### config.mk
export PLATFORM = sky130hd
export DESIGN_NAME = uart_dut_sequencer
export DESIGN_NICKNAME = d
export VERILOG_FILES = /design/src/rtl/uart_dut_sequencer_pkg.sv /design/src/rtl/uart_dut_sequencer_timeout.sv /design/src/rtl/uart_dut_sequencer.sv
export SDC_FILE = /design/constraint.sdc
export NUM_CORES = 1
export LEC_CHECK = 0
export BUFFER_PORTS_ARGS = -buffer_cell sky130_fd_sc_hd__buf_2
export CAP_MARGIN = 10
export CORE_MARGIN = 8
export CORE_UTILIZATION = 30
export DETAILED_ROUTE_END_ITERATION = 7
export PLACE_DENSITY_LB_ADDON = 0.3
export SYNTH_ARGS = -nofsm -noshare
export SYNTH_HDL_FRONTEND = slang
export SYNTH_SLANG_ARGS = --single-unit
### constraint.sdc
create_clock -name masterClock -period 2.7 [get_ports masterClock]
set_clock_uncertainty 0.15 [all_clocks]
set_input_delay 0.405 -clock masterClock [delete_from_list [all_inputs] [get_ports masterClock]]
set_output_delay 0.405 -clock masterClock [all_outputs]
set_load 0.02 [all_outputs]
### src/rtl/uart_dut_sequencer_pkg.sv
// Shared definitions for the UART-to-DUT command sequencer: command codes,
// status byte layout and FSM state encoding.
package sequencer_pkg;

   localparam logic [3:0] CMD_ECHO      = 4'h0;
   localparam logic [3:0] CMD_EXEC      = 4'h1;
   localparam logic [3:0] CMD_READ_LAST = 4'h2;

   localparam int ST_ANY_ERR = 7;
   localparam int ST_TIMEOUT = 6;
   localparam int ST_BADCMD  = 5;
   localparam int ST_DUTERR  = 4;

   typedef enum logic [2:0] {
      IDLE     = 3'd0,
      DECODE   = 3'd1,
      WAIT_DUT = 3'd2,
      SEND     = 3'd3,
      WAIT_TX  = 3'd4,
      CLEAR    = 3'd5
   } state_e;

   function automatic logic [7:0] make_status(input logic       timeout,
                                              input logic       badcmd,
                                              input logic       duterr,
                                              input logic [3:0] seq);
      logic [7:0] s;
      s             = '0;
      s[3:0]        = seq;
      s[ST_DUTERR]  = duterr;
      s[ST_BADCMD]  = badcmd;
      s[ST_TIMEOUT] = timeout;
      s[ST_ANY_ERR] = timeout | badcmd | duterr;
      return s;
   endfunction

endpackage

### src/rtl/uart_dut_sequencer_timeout.sv
// Watchdog for the DUT handshake: counts enabled cycles from a clear and flags
// the cycle in which the count sits at TIMEOUT_CYCLES-1.
module seq_timeout_counter #(
   parameter int TIMEOUT_CYCLES = 1000000,
   parameter int TIMEOUT_BITS   = $clog2(TIMEOUT_CYCLES + 1)
) (
   input  logic clk_i,
   input  logic rst_i,
   input  logic clr_i,
   input  logic en_i,
   output logic expired_o
);

   localparam logic [TIMEOUT_BITS-1:0] LAST = TIMEOUT_BITS'(TIMEOUT_CYCLES - 1);

   logic [TIMEOUT_BITS-1:0] count_q, count_d;

   always_comb begin
      count_d = count_q;
      if (clr_i) begin
         count_d = '0;
      end else if (en_i && (count_q != LAST)) begin
         count_d = count_q + TIMEOUT_BITS'(1);
      end
   end

   always_ff @(posedge clk_i) begin
      if (rst_i) begin
         count_q <= '0;
      end else begin
         count_q <= count_d;
      end
   end

   assign expired_o = en_i && (count_q == LAST);

endmodule

### src/rtl/uart_dut_sequencer.sv
// Sequencer between the wide UART I/O block and a DUT: decodes each host packet,
// runs the DUT start/done handshake under a watchdog and returns a status+data response.
module uart_dut_sequencer
   import sequencer_pkg::*;
#(
   parameter int WIDTH          = 4,
   parameter int TIMEOUT_CYCLES = 1000000,
   parameter int TIMEOUT_BITS   = $clog2(TIMEOUT_CYCLES + 1)
) (
   input  logic               masterClock,
   input  logic               reset,
   input  logic [7:0]         linkControl,
   input  logic [WIDTH*8-1:0] linkInputData,
   input  logic               linkDataReceived,
   input  logic               linkTransmitting,
   output logic               linkClearDR,
   output logic               linkTransmit,
   output logic [7:0]         linkStatus,
   output logic [WIDTH*8-1:0] linkOutputData,
   output logic [3:0]         dutOpcode,
   output logic [WIDTH*8-1:0] dutOperand,
   output logic               dutStart,
   input  logic               dutDone,
   input  logic [WIDTH*8-1:0] dutResult,
   input  logic               dutError,
   output logic               busy
);

   localparam int DW = WIDTH * 8;

   state_e          state_q, state_d;
   logic [7:0]      ctrl_q, ctrl_d;
   logic [DW-1:0]   data_q, data_d;
   logic [3:0]      seq_q, seq_d;
   logic [DW-1:0]   last_q, last_d;
   logic            clear_dr_q, clear_dr_d;
   logic            transmit_q, transmit_d;
   logic [7:0]      status_q, status_d;
   logic [DW-1:0]   out_q, out_d;
   logic [3:0]      opcode_q, opcode_d;
   logic [DW-1:0]   operand_q, operand_d;
   logic            start_q, start_d;
   logic            busy_q, busy_d;
   logic [3:0]      seq_inc;
   logic            expired;

   seq_timeout_counter #(
      .TIMEOUT_CYCLES (TIMEOUT_CYCLES),
      .TIMEOUT_BITS   (TIMEOUT_BITS)
   ) u_timeout (
      .clk_i     (masterClock),
      .rst_i     (reset),
      .clr_i     (state_q == DECODE),
      .en_i      (state_q == WAIT_DUT),
      .expired_o (expired)
   );

   // Every response carries the post-increment sequence number.
   assign seq_inc = seq_q + 4'd1;

   always_comb begin
      state_d    = state_q;
      ctrl_d     = ctrl_q;
      data_d     = data_q;
      seq_d      = seq_q;
      last_d     = last_q;
      clear_dr_d = clear_dr_q;
      transmit_d = transmit_q;
      status_d   = status_q;
      out_d      = out_q;
      opcode_d   = opcode_q;
      operand_d  = operand_q;
      start_d    = 1'b0;

      unique case (state_q)
         IDLE: begin
            if (linkDataReceived) begin
               ctrl_d  = linkControl;
               data_d  = linkInputData;
               state_d = DECODE;
            end
         end
         DECODE: begin
            if (ctrl_q[7:4] == CMD_EXEC) begin
               opcode_d  = ctrl_q[3:0];
               operand_d = data_q;
               start_d   = 1'b1;
               state_d   = WAIT_DUT;
            end else begin
               seq_d      = seq_inc;
               transmit_d = 1'b1;
               state_d    = SEND;
               if (ctrl_q[7:4] == CMD_ECHO) begin
                  status_d = make_status(1'b0, 1'b0, 1'b0, seq_inc);
                  out_d    = data_q;
               end else if (ctrl_q[7:4] == CMD_READ_LAST) begin
                  status_d = make_status(1'b0, 1'b0, 1'b0, seq_inc);
                  out_d    = last_q;
               end else begin
                  status_d = make_status(1'b0, 1'b1, 1'b0, seq_inc);
                  out_d    = '0;
               end
            end
         end
         WAIT_DUT: begin
            // A result arriving in the expiry cycle still counts as a result.
            if (dutDone) begin
               out_d      = dutResult;
               last_d     = dutResult;
               status_d   = make_status(1'b0, 1'b0, dutError, seq_inc);
               seq_d      = seq_inc;
               transmit_d = 1'b1;
               state_d    = SEND;
            end else if (expired) begin
               out_d      = '0;
               status_d   = make_status(1'b1, 1'b0, 1'b0, seq_inc);
               seq_d      = seq_inc;
               transmit_d = 1'b1;
               state_d    = SEND;
            end
         end
         SEND: begin
            if (linkTransmitting) begin
               transmit_d = 1'b0;
               state_d    = WAIT_TX;
            end
         end
         WAIT_TX: begin
            if (!linkTransmitting) begin
               clear_dr_d = 1'b1;
               state_d    = CLEAR;
            end
         end
         CLEAR: begin
            if (!linkDataReceived) begin
               clear_dr_d = 1'b0;
               state_d    = IDLE;
            end
         end
         default: begin
            state_d = IDLE;
         end
      endcase

      busy_d = (state_d != IDLE);
   end

   always_ff @(posedge masterClock) begin
      if (reset) begin
         state_q    <= IDLE;
         ctrl_q     <= '0;
         data_q     <= '0;
         seq_q      <= '0;
         last_q     <= '0;
         clear_dr_q <= 1'b0;
         transmit_q <= 1'b0;
         status_q   <= '0;
         out_q      <= '0;
         opcode_q   <= '0;
         operand_q  <= '0;
         start_q    <= 1'b0;
         busy_q     <= 1'b0;
      end else begin
         state_q    <= state_d;
         ctrl_q     <= ctrl_d;
         data_q     <= data_d;
         seq_q      <= seq_d;
         last_q     <= last_d;
         clear_dr_q <= clear_dr_d;
         transmit_q <= transmit_d;
         status_q   <= status_d;
         out_q      <= out_d;
         opcode_q   <= opcode_d;
         operand_q  <= operand_d;
         start_q    <= start_d;
         busy_q     <= busy_d;
      end
   end

   assign linkClearDR    = clear_dr_q;
   assign linkTransmit   = transmit_q;
   assign linkStatus     = status_q;
   assign linkOutputData = out_q;
   assign dutOpcode      = opcode_q;
   assign dutOperand     = operand_q;
   assign dutStart       = start_q;
   assign busy           = busy_q;

endmodule
==> run summary, run 1 <==
• **most instantiated cells after synthesis** nand2_1 (242), dfxtp_1 (175), a21oi_1 (160)
• **Die Footprint** 31520 sq um
• **post-route fraction of the period consumed by the critical path** 85.75%
• **accumulated negative setup slack** 0 ps
• **CP top delay family** simple AND/OR/NAND/NOR gates
• **fraction of the mapped netlist area in adder cells** 0.3197%
• **Static Leakage** 3.744 nW
• **worst skew pair latency** 430 ps
• **DRC violations left** 0
• **antenna cells** 0
• **post-synthesis cell type with the largest combined area** dfxtp_1
• **CTS H-Tree Depth** 4
• **primary flip-flop cell chosen by synthesis mapping** dfxtp_1
• **post-CTS repair timing setup buffer count** 0
• **portion of netlist area occupied by mux cells** 11.38%
• **Slew @ Worst Pin** 968.0 ps
• **cell types occupying the most area after synthesis** dfxtp_1 (45%), nand2_1 (12%), a21oi_1 (10%), mux2_4 (5.6%), mux2_2 (5.2%)
• **worst slew slack as a fraction of its limit** 35.23%
• **Final Max Slew Viols** 0
• **detailed-router iteration count before antenna repair** 4
• **antenna violations before repair** 6
• **number of synthesized flops with an enable pin** 0
• **Buf+Inv Stages, Crit Path** 0
• **number of setup violations in the final report** 0
• **number of buffers created by CTS** 17
• **simple-gate share of the synthesized area** 23.87%
• **power per cell area** 661.9 nW/um^2
• **clock tree from TritonCTS** built
• **vias in the first global route** 6473
• **number of DRC markers in iteration 0** 420
• **mapped cell area** 7828 sq um
• **Max Cap Violations** 0
• **maximum root-to-sink buffer count** 2
• **Synth Area in Compound Gates** 15.11%
• **share of post-route cells with drive strength above 1** 27.09%
• **number of nets at the end of the flow** 1130
• **total via count after detailed routing** 6756
• **fillcell total** 2668
• **count of final hold-check violations** 0
• **routed length per instance** 16.46 um
• **setup repair after global routing missed its margin** false
• **worst path required time** 2910 ps
• **most common cell in the netlist** nand2_1
• **post-CTS sizing** 0
• **area added between synthesis and finish** 21.08%
• **xor/xnor cell area share of the yosys netlist** 0%
• **Post-Place Cell Area** 8912 sq um
• **number of standard-cell rows in the floorplan** 59
• **reg-to-reg setup timing slack** 380 ps
• **I/O Buffers** 157
• **# IOs** 158
• **Overflow after GRT** 0
• **Chip Width** 177.5 um
• **distinct cell type count after synthesis** 55
• **die boundary height** 177.5 um
• **top-area cell type share of the netlist area** 44.76%
• **number of antenna-violating nets in the routed design** 0
• **yosys warns** 0
• **FMAX** 431.9 MHz
• **shortest clock period the worst path allows after layout** 2315 ps
• **GRT Util Overall** 14.34%
• **count of state elements after synthesis** 175
• **pre-CTS WS** 420.3 ps
• **RD Place Congestion** 0.7636
• **proportion of synthesized flip-flops having asynchronous set or reset** 0%
• **initial core utilization** 30.30%
• **multi-input logic area** 3990 sq um
• **crit end category** flop
• **root buffer cell** clkbuf_16
• **Setup WS post-layout** 384.7 ps
• **wirelength, routed** 23020 um
• **post-CTS clock slew at the launch and capture registers of the worst setup and hold paths** 70 ps
• **detailed placement HPWL** 15770 um
• **Cells after Synth** 927
• **min-delay worst type** primary input to flop
• **post-synthesis average cell area** 8.444 sq um
• **global-route wire length before repair** 35910 um
• **Crit path arrival time** 2520 ps
• **hold buffer count at CTS** 0
• **Std-Cell Core Area** 25840 sq um
• **part of the Yosys area used for sequential elements** 44.76%
• **Synthesized Nets** 1007
• **delay of the slowest cell on the worst path** 550 ps
• **result of the run** finished, final reports clean
• **post-route standard cell area excluding fillers** 9478 sq um
• **startpoint class of the critical path** flop
• **slowest cell on the critical path** or4_1
• **CP cell instances** nor3b_4, nand4_1, or4_1, a21oi_1
• **dominant combinational cell family by area after synthesis** simple AND/OR/NAND/NOR gates
• **Post-Route Utilization** 36.68%
• **vias per inst** 4.833
• **Power, Total** 6.273 mW
• **maximum fanout count along the critical path** 12
• **highest ir drop seen on vdd** 0.0004472 V
• **sequential cell area** 3505 sq um
• **category of the most critical setup path** flop to flop
• **pin count of the biggest net entering global routing** 116
• **clock sink count** 175
state kept, by name, indices dropped and copies added, names as in the netlist:
name / count
busy: 1
ctrl_q: 8
data_q: 32
dutOpcode: 4
dutOperand: 32
dutStart: 1
last_q: 32
linkClearDR: 1
linkOutputData: 32
linkStatus: 5
linkTransmit: 1
seq_q: 3
state_q: 3
u_timeout.count_q: 20
layout by cell type (no fill, tap or decap), types with 3 or more instances in the layout:
cell        Yosys  routed
nand3_1        42      42
dfxtp_1       175     174
buf_12          0       3
a21oi_1       160     160
clkinvlp_4      0       5
mux2i_1         5       5
mux2_4         29      29
a2111o_1        3       3
clkbuf_16       0      17
or4_1           8       8
nor4_1          3       3
nand2b_1       12      12
or3_1           7       7
inv_1           5       5
nand2_1       242     241
and4_1          5       5
buf_4           0      17
nand4_1         6       6
nor3_1          5       4
a31oi_1         4       4
mux2_2         36      36
nor2b_1        38      38
nor2_1          6       6
o21ai_0        14      14
buf_2          10     156
o31ai_1         5       5
o211ai_1        6       6
inv_6           0       6
per-stage QoR:
step                      std cells  hold slack [ps]
after CTS                      1398            39.85
after global routing           1398            36.87
after detailed placement       1366            292.8
after global placement         1366            288.7
final                          1398            57.03
after floorplan                 927            282.1
path summary, 6_finish.rpt:
| path | start | endpoint | cells after the start |
|---|---|---|---|
| setup / recovery | state_q[2] | u_timeout.count_q[17] | 4 |
| hold / removal | linkControl[0] | ctrl_q[0] | 3 |
| setup reg to reg | state_q[2] | u_timeout.count_q[17] | 4 |
| hold reg to reg | last_q[23] | last_q[23] | 2 |
where the power goes:
part,total (mW),leakage (nW),internal (mW),switching [mW]
Clock,2.39,0.262,1.24,1.15
Sequential,2.82,1.42,2.72,0.105
Combinational,1.06,2.06,0.419,0.645
worst register-to-register path: stages, from the launching register on:
cell and delay [ps]:
dfxtp_1 470, nor3b_4 450, nand4_1 480, or4_1 550
a21oi_1 150
routing by layer:
metal,track usage (%),wire length (um)
met1,18.11,10030
met4,4.828,340
met5,0,69
met2,22.36,10700
met3,5.128,1878
cell families after synthesis:
| family | count (synthesis) |
|---|---|
| AO/OA/AOI/OAI | 209 |
| buffers and inverters | 78 |
| flip-flops | 175 |
| adder cells (fa/ha/maj) | 2 |
| AND/OR/NAND/NOR | 393 |
| multiplexers | 70 |
layout make-up:
cell class | instances | area share (%)
clock inverters | 14 | 1.333
repair buffers | 177 | 10.34
multi-input cells | 674 | 42.10
inverters | 5 | 0.1980
well taps | 335 | 4.422
flip-flops and latches | 175 | 36.98
clock buffers | 18 | 4.634
Note: power is estimated with default switching activity, not from simulation.
==> run 2: changes to the inputs <==
==> constraint.sdc (replaced) <==
create_clock -name masterClock -period 3 [get_ports masterClock]
set_clock_uncertainty 0.15 [all_clocks]
set_input_delay 0.45 -clock masterClock [delete_from_list [all_inputs] [get_ports masterClock]]
set_output_delay 0.45 -clock masterClock [all_outputs]
set_load 0.02 [all_outputs]
==> run 2 against run 1 <==
Global-route usage fell by 0.33 points. Sequential power is 9.9% lower. Setup slack better by 350 ps. Fmax rose by 2.2%. Die area did not move. Final cell count grew 0.14%. Power is 8.5% lower. Final area up 0.30%. Hold slack gained 47 ps. Clock power down 6%. Critical path type unchanged.
==> run summary, run 2 (synthesis results as in run 1) <==
• **result of the run** finished, final reports clean
• **P_sw** 1.649 mW, -13%
• **Hold Path Origin** linkInputData[6]
• **number of standard-cell rows in the floorplan** 59, unchanged
• **vias per inst** 4.842, +0.20%
• **detailed placement HPWL** 15670 um, -0.62%
• **clock power share** 39.1%, +1.0 points
• **destination of the worst register-to-register timing path** u_timeout.count_q[16]
• **I/O Buffers** 157, unchanged
• **Worst Hold Path EP** data_q[6]
• **highest ir drop seen on vdd** 0.0004116 V, -7.9%
• **Max Cap Violations** 0, unchanged
• **post-CTS clock slew at the launch and capture registers of the worst setup and hold paths** 70 ps, about the same
• **# IOs** 158, unchanged
• **vias in the first global route** 6507, +0.53%
• **fillcell total** 2704, +1.3%
• **Overflow after GRT** 0, unchanged
• **count of final hold-check violations** 0, unchanged
• **min-delay worst type** primary input to flop
• **worst slew slack as a fraction of its limit** 43.55%, +8.3 points
• **critical register-to-register path startpoint** state_q[2]
• **FMAX** 441.3 MHz, +2.2%
• **number of DRC markers in iteration 0** 429, +2.1%
• **root buffer cell** clkbuf_16
• **worst path required time** 3210 ps, +300 ps
• **post-CTS sizing** 0, unchanged
• **Slew @ Worst Pin** 843.7 ps, -124.3 ps
• **Switching Fraction** 28.72%, -1.6 points
• **accumulated negative setup slack** 0 ps, unchanged
• **RD Place Congestion** 0.7593, -0.56%
• **number of antenna-violating nets in the routed design** 0, unchanged
• **detailed-router iteration count before antenna repair** 4, unchanged
• **routed length per instance** 16.24 um, -1.4%
• **area added between synthesis and finish** 21.45%
• **Static Leakage** 3.775 nW, +0.84%
• **antenna cells** 0, unchanged
• **number of setup violations in the final report** 0, unchanged
• **most common library cell in the layout ignoring fill and taps** nand2_1
• **startpoint class of the critical path** flop
• **minimum hold slack** 104.1 ps, +47.03 ps
• **maximum fanout count along the critical path** 18, +6
• **global-route wire length before repair** 35430 um, -1.3%
• **combinational group share of total power** 16.7%, -0.3 points
• **Crit path arrival time** 2470 ps, -50 ps
• **maximum root-to-sink buffer count** 2, unchanged
• **multi-input logic area** 3990 sq um, unchanged
• **Chip Width** 177.5 um, unchanged
• **Seq pwr share** 44.2%, -0.8 points
• **die boundary height** 177.5 um, unchanged
• **initial core utilization** 30.30%, unchanged
• **category of the most critical setup path** flop to flop
• **total via count after detailed routing** 6779, +0.34%
• **P_int** 4.093 mW, -6.4%
• **Die Footprint** 31520 sq um, unchanged
• **shortest clock period the worst path allows after layout** 2266 ps, -49.20 ps
• **Final Max Slew Viols** 0, unchanged
• **number of buffers created by CTS** 17, unchanged
• **commonest cells after routing, fill and taps aside** nand2_1 (241), dfxtp_1 (174), a21oi_1 (160)
• **post-CTS repair timing setup buffer count** 0, unchanged
• **antenna violations before repair** 4, -2
• **worst skew pair latency** 420 ps, about the same
• **hold buffer count at CTS** 0, unchanged
• **number of stages on the worst hold path** 3, unchanged
• **crit end category** flop
• **number of nets at the end of the flow** 1132, +0.18%
• **DRC violations left** 0, unchanged
• **sequential cell area** 3505 sq um, unchanged
• **wirelength, routed** 22730 um, -1.2%
• **power per cell area** 604.0 nW/um^2, -8.7%
• **Std-Cell Core Area** 25840 sq um, unchanged
• **clock sink count** 175, unchanged
• **Register-to-Register Path Depth** 5, +1
• **share of post-route cells with drive strength above 1** 27.04%, -0.051 points
• **post-route fraction of the period consumed by the critical path** 75.54%, -10 points
• **CTS H-Tree Depth** 4, unchanged
• **pin count of the biggest net entering global routing** 110, -5.2%
• **clock tree from TritonCTS** built
• **GRT Util Overall** 14.02%, -0.33 points
• **reg-to-reg setup timing slack** 730 ps, +350 ps
• **setup repair after global routing missed its margin** false
-- run 2: worst max path at each step --
stage / start / endpoint / slack, ps / cells after the start
after floorplan: state_q[0] / seq_q[0] / 960 / 6
after global placement: state_q[2] / linkOutputData[1] / 750 / 5
after detailed placement: state_q[2] / linkOutputData[1] / 730 / 5
after CTS: state_q[2] / linkOutputData[1] / 720 / 5
after global routing: state_q[2] / u_timeout.count_q[17] / 570 / 4
final: state_q[2] / u_timeout.count_q[16] / 730 / 5
-- run 2: power groups by stage --
| stage | Sequential [mW] | Combinational [mW] | Clock [mW] |
|---|---|---|---|
| after floorplan | 2.61 | 0.636 | 0 |
| after CTS | 2.54 | 0.973 | 2.30 |
| after global routing | 2.55 | 1.06 | 2.40 |
| after global placement | 2.59 | 0.967 | 0 |
| after detailed placement | 2.59 | 0.970 | 0 |
| final | 2.54 | 0.960 | 2.25 |
-- run 2: layout make-up --
| class | count | share of cell area (%) |
|---|---|---|
| flip-flops and latches | 175 | 36.86 |
| clock buffers | 20 | 4.699 |
| repair buffers | 179 | 10.33 |
| multi-input cells | 674 | 41.97 |
| inverters | 5 | 0.1974 |
| clock inverters | 12 | 1.527 |
| well taps | 335 | 4.409 |
-- run 2: per-layer routing --
| metal | track usage (%) | up-vias | share of wire, % |
|---|---|---|---|
| li1 | - | 3447 | - |
| met1 | 17.68 | 3164 | 46 |
| met2 | 23.01 | 139 | 47 |
| met3 | 4.170 | 21 | 6.2 |
| met4 | 3.578 | 8 | 1.1 |
| met5 | 0 | - | 0.16 |
-- run 2: per-stage QoR --
step           total power, mW  utilization, %  area, sq um  cells  setup WS [ps]
5_1_grt                  6.015           36.79         9507   1400          569.6
4_1_cts                  5.812           36.79         9507   1400          724.8
3_3_place_gp             3.556           34.50         8915   1368          753.7
2_1_floorplan            3.246               -         7828    927          960.0
6_report                 5.742           36.79         9507   1400          733.9
3_5_place_dp             3.560           34.50         8915   1368          733.9
-- run 2: critical path: stages, from the launching register on --
cell and delay, ps:
dfxtp_1 580, buf_4 300, nor3b_1 130, or2_2 430
or4_1 530, nand2_1 70
